`src/rtl/tdm_pkg.sv`:
```
// tdm_pkg: shared constants and types for the 8-slot TDM receive path.
package tdm_pkg;

    localparam int TDM_SLOTS  = 8;
    localparam int TDM_SLOT_W = 3;

    typedef enum logic {HUNT, RUN} tdm_state_t;
    typedef logic [TDM_SLOT_W-1:0] slot_t;

endpackage

```
`src/rtl/tdm_demux_1to8_slot_decoder.sv`:
```
// slot_decoder_3to8: slot index to one-hot write enable, all-zero when not enabled.
module slot_decoder_3to8
    import tdm_pkg::*;
(
    input  logic [TDM_SLOT_W-1:0] slot_i,
    input  logic                  en_i,
    output logic [TDM_SLOTS-1:0]  onehot_o
);

    always_comb onehot_o = en_i ? ({{(TDM_SLOTS-1){1'b0}}, 1'b1} << slot_i) : '0;

endmodule

```
`src/rtl/tdm_demux_1to8.sv`:
```
// tdm_demux_1to8: 1:8 TDM demultiplexer with frame-marker lock tracking.
// TDM_DOUBLE_BUFFER_EN: stage slots 0..6 in shadow registers and publish the whole frame at slot 7.
module tdm_demux_1to8
    import tdm_pkg::*;
#(
    parameter int N = 8
) (
    input  logic                 clk,
    input  logic                 rst,
    input  logic [N-1:0]         din,
    input  logic                 din_valid,
    input  logic                 frame_sync,
    output logic [N-1:0]         d0,
    output logic [N-1:0]         d1,
    output logic [N-1:0]         d2,
    output logic [N-1:0]         d3,
    output logic [N-1:0]         d4,
    output logic [N-1:0]         d5,
    output logic [N-1:0]         d6,
    output logic [N-1:0]         d7,
    output logic [TDM_SLOTS-1:0] d_strobe,
    output logic                 frame_done,
    output logic                 sync_err,
    output logic                 locked
);

    tdm_state_t             state_q, state_d;
    slot_t                  slot_q, slot_d, wr_slot;
    logic                   wr_en, err_d;
    logic [TDM_SLOTS-1:0]   wr_oh;
    logic [N-1:0]           d_q [TDM_SLOTS];
    logic [TDM_SLOTS-1:0]   strobe_q;
    logic                   fd_q, err_q;

    always_ff @(posedge clk) begin
        if (rst) begin
            state_q <= HUNT;
            slot_q  <= '0;
        end else begin
            state_q <= state_d;
            slot_q  <= slot_d;
        end
    end

    always_comb begin
        state_d = state_q;
        slot_d  = slot_q;
        wr_en   = 1'b0;
        wr_slot = slot_q;
        err_d   = 1'b0;
        if (din_valid) begin
            if (state_q == HUNT) begin
                if (frame_sync) begin
                    wr_en   = 1'b1;
                    wr_slot = '0;
                    slot_d  = slot_t'(1);
                    state_d = RUN;
                end
            end else if (frame_sync) begin
                // A marker away from slot 0 resyncs onto it rather than dropping lock.
                err_d   = slot_q != '0;
                wr_en   = 1'b1;
                wr_slot = '0;
                slot_d  = slot_t'(1);
            end else if (slot_q == '0) begin
                err_d   = 1'b1;
                state_d = HUNT;
            end else begin
                wr_en   = 1'b1;
                slot_d  = slot_q + slot_t'(1);
            end
        end
    end

    slot_decoder_3to8 u_dec (
        .slot_i   (wr_slot),
        .en_i     (wr_en),
        .onehot_o (wr_oh)
    );

`ifdef TDM_DOUBLE_BUFFER_EN
    logic [N-1:0] sh_q [TDM_SLOTS-1];

    always_ff @(posedge clk) begin
        if (rst) begin
            for (int k = 0; k < TDM_SLOTS; k++) d_q[k] <= '0;
            for (int k = 0; k < TDM_SLOTS - 1; k++) sh_q[k] <= '0;
            strobe_q <= '0;
            fd_q     <= 1'b0;
            err_q    <= 1'b0;
        end else begin
            for (int k = 0; k < TDM_SLOTS - 1; k++)
                if (wr_oh[k]) sh_q[k] <= din;
            if (wr_oh[TDM_SLOTS-1]) begin
                for (int k = 0; k < TDM_SLOTS - 1; k++) d_q[k] <= sh_q[k];
                d_q[TDM_SLOTS-1] <= din;
            end
            strobe_q <= {TDM_SLOTS{wr_oh[TDM_SLOTS-1]}};
            fd_q     <= wr_oh[TDM_SLOTS-1];
            err_q    <= err_d;
        end
    end
`else
    always_ff @(posedge clk) begin
        if (rst) begin
            for (int k = 0; k < TDM_SLOTS; k++) d_q[k] <= '0;
            strobe_q <= '0;
            fd_q     <= 1'b0;
            err_q    <= 1'b0;
        end else begin
            for (int k = 0; k < TDM_SLOTS; k++)
                if (wr_oh[k]) d_q[k] <= din;
            strobe_q <= wr_oh;
            fd_q     <= wr_oh[TDM_SLOTS-1];
            err_q    <= err_d;
        end
    end
`endif

    always_comb begin
        locked     = state_q == RUN;
        d0         = d_q[0];
        d1         = d_q[1];
        d2         = d_q[2];
        d3         = d_q[3];
        d4         = d_q[4];
        d5         = d_q[5];
        d6         = d_q[6];
        d7         = d_q[7];
        d_strobe   = strobe_q;
        frame_done = fd_q;
        sync_err   = err_q;
    end

endmodule
```
`config.mk`:
```
export PLATFORM = sky130hd
export DESIGN_NAME = tdm_demux_1to8
export DESIGN_NICKNAME = d
export VERILOG_FILES = /design/src/rtl/tdm_pkg.sv /design/src/rtl/tdm_demux_1to8_slot_decoder.sv /design/src/rtl/tdm_demux_1to8.sv
export SDC_FILE = /design/constraint.sdc
export NUM_CORES = 1
export LEC_CHECK = 0
export CORE_MARGIN = 3
export CORE_UTILIZATION = 44
export CTS_BUF_LIST = sky130_fd_sc_hd__clkbuf_8
export DETAILED_ROUTE_END_ITERATION = 16
export GPL_ROUTABILITY_DRIVEN = 1
export HOLD_SLACK_MARGIN = 0.1
export PLACE_DENSITY = 0.78
export SLEW_MARGIN = 5
export SYNTH_ARGS = -nofsm -noshare
export SYNTH_HDL_FRONTEND = slang
export SYNTH_SLANG_ARGS = --single-unit
```
`constraint.sdc`:
```
create_clock -name clk -period 2.4 [get_ports clk]
set_clock_uncertainty 0.05 [all_clocks]
set_input_delay 0.24 -clock clk [delete_from_list [all_inputs] [get_ports clk]]
set_output_delay 0.24 -clock clk [all_outputs]
set_load 0.05 [all_outputs]
```
==> out/qor.yml <==
synth:
  async_flop_share: 0
  syn_area_per_cell_sq_um: 14.4
  synth_top_area_cell: "edfxtp_1"
  ys_warn_count: 0
  synth_fp_nets: 221
  synth_xor_area_frac: 0
  ys_ff_latch: 77
  synthAdderAreaFrac: 0.0127
  synthCells: 206
  syn_area_sq_mm: 0.00296
  synth-edff-count: 64
  synth_area_leaders: "edfxtp_1 (65%), dfxtp_1 (8.8%), nor2_1 (7.0%), nand2b_1 (3.0%), inv_1 (1.4%)"
  synth_compound_area_frac: 0.0415
  yosysTopAreaCellShare: 0.650
  synth_mux_area_frac: 0
  synth_top_family_by_area: "simple AND/OR/NAND/NOR gates"
  synth_seq_area_share: 0.738
  synth_ff_type: "edfxtp_1"
  synth_cell_types: 32
  yosys.area_share.simple: 0.173
worst_setup_path:
  critical_path_class: "register to register"
  start_kind: "register"
  cp.arrival_ns: 2.25
  cp.required_ns: 2.40
  crit_fanout: 8
  end_kind: "register"
cells_and_area:
  nets: 325
  final_area_sq_mm: 0.00417
  final_cell_mix: "clkdlybuf4s50_1 (86), edfxtp_1 (64), nor2_1 (55)"
  layout-drive-gt1-share: 0.146
  area_growth_pct: 41.1
  utilization: 0.650
  insertedDiodeCount: 0
  final_common_cell: "clkdlybuf4s50_1"
clock_tree:
  max-clock-path-buffers: 2
  insertion_delay_ns: 0.34
  clk_pin_slew_ns: 0.08
  root_buffer: "clkbuf_8"
  cts_buffers: 9
  htreeDepth: 3
  cts.sink_count: 77
  cts_tree: "built"
  cts_setup_buffers: 0
routing:
  wl_per_cell_um: 17.0
  drt-initial-drc-count: 125
  first_pass_iters: 4
  routed_wl_um: 6650
  vias: 1964
  vias_per_cell: 5.01
  final_antenna_net_count: 0
  drcViolationCount: 0
die:
  die_w_um: 88.0
  io_pins: 87
  die_h_um: 88.0
  initial_utilization: 0.460
  rows: 29
  dieArea_sq_mm: 0.00774
  core-area_sq_mm: 0.00642
sta:
  fin_crit_ns: 2.25
  fin_ws_ns: 0.152
  setup_violations: 0
  fmax_mhz: 445
  maxSlewHeadroom: 0.644
  post-route-period-util: 0.937
  finalMaxSlewViolations: 0
  worst_slew_pin_slew_ns: 0.532
  finalHoldViolCount: 0
  rsz0062_at_grt: "false"
place:
  dp_hpwl_um: 4770
  portBuffers: 86
  dp_slack_ns: 0.113
  place_congestion: 0.801
  postPlaceCellArea_sq_mm: 0.00398
power_and_ir_drop:
  peakVddDrop_uv: 403
  p_per_area_mw_per_mm2: 707
  p_leak_nw: 1.53
global_route:
  grt_pass1_wl_um: 9960
  grt_max_degree: 17
  grt_pass1_vias: 1932
  overflow: 0
  antenna_found_initial: 0
  grt_use_total: 0.180
min_path:
  min_path_type: "register to register"
run_status:
  status: "finished, final reports clean"
job:
  maxCapViolations: 0
## stage by stage
step / hold slack (ns) / cells / total power (W) / TNS, ns
finish: 0.475 / 392 / 0.00295 / 0
global route: 0.482 / 392 / 0.00306 / 0
CTS: 0.523 / 392 / 0.00297 / 0
detailed placement: 0.494 / 376 / 0.00205 / 0
global placement: 0.477 / 376 / 0.00204 / 0
floorplan: 0.427 / 206 / 0.00187 / -1.75
## sequential cells by signal, summed over array words and instances, names as in the netlist
register	flops
d_q	64
d_strobe	7
frame_done	1
locked	1
slot_q	3
sync_err	1
## final timing paths
path | startpoint | end | slack, ns | cells past startpoint
hold / removal | slot_q[1]$_SDFFE_PP0P_ | slot_q[1]$_SDFFE_PP0P_ | 0.47 | 2
setup / recovery | slot_q[1]$_SDFFE_PP0P_ | d_q[1][28]$_DFFE_PP_ | 0.15 | 8
setup reg to reg | slot_q[1]$_SDFFE_PP0P_ | d_q[1][28]$_DFFE_PP_ | 0.15 | 8
hold reg to reg | slot_q[1]$_SDFFE_PP0P_ | slot_q[1]$_SDFFE_PP0P_ | 0.47 | 2
## what timing repair did
item                                    4_1_cts  5_1_grt
hold buffers                                  0        0
endpoints found under the setup margin        0        5
gates resized for setup                       0        1
## layout make-up
type,instances,area (sq um)
clock buffers,9,124
multi-input cells,108,671
inverters,11,41.3
repair buffers,103,988
well taps,77,96.3
clock inverters,7,67.6
flip-flops and latches,77,2180
fillers,450,2250
## report_power, final
group | internal [W] | switching, W | total, W
combinational | 0.000151 | 0.000335 | 0.000486
sequential | 0.00151 | 0.0000235 | 0.00153
clock | 0.000474 | 0.000457 | 0.000931
## worst max-delay path, stage by stage, from the launching register on
cell	delay, ns
dfxtp_2	0.39
inv_1	0.06
ha_1	0.17
nor2b_1	0.13
ha_1	0.25
and4bb_4	0.43
nand3_2	0.11
o21bai_1	0.16
buf_4	0.19
## cells in the mapped netlist (3+ instances only)
cell      instances
nand2b_1         14
edfxtp_1         64
nor2_1           55
inv_1            11
o21ai_0           3
dfxtp_1          13
nand2_1           4
a21oi_1           5
clkbuf_1          3
buf_4             4
ha_1              3
## kinds of logic after synthesis
family / Yosys count
AND/OR/NAND/NOR: 90
flip-flops: 77
buffers and inverters: 21
AO/OA/AOI/OAI: 15
adder cells (fa/ha/maj): 3
## routing by layer
layer	vias up	track usage	share of wire
met3	8	0.0423	0.066
met2	77	0.304	0.50
met1	960	0.228	0.42
met4	0	0.0628	0.0090
met5	-	0	0
li1	919	-	-
Power figures use the tool's default switching activity.
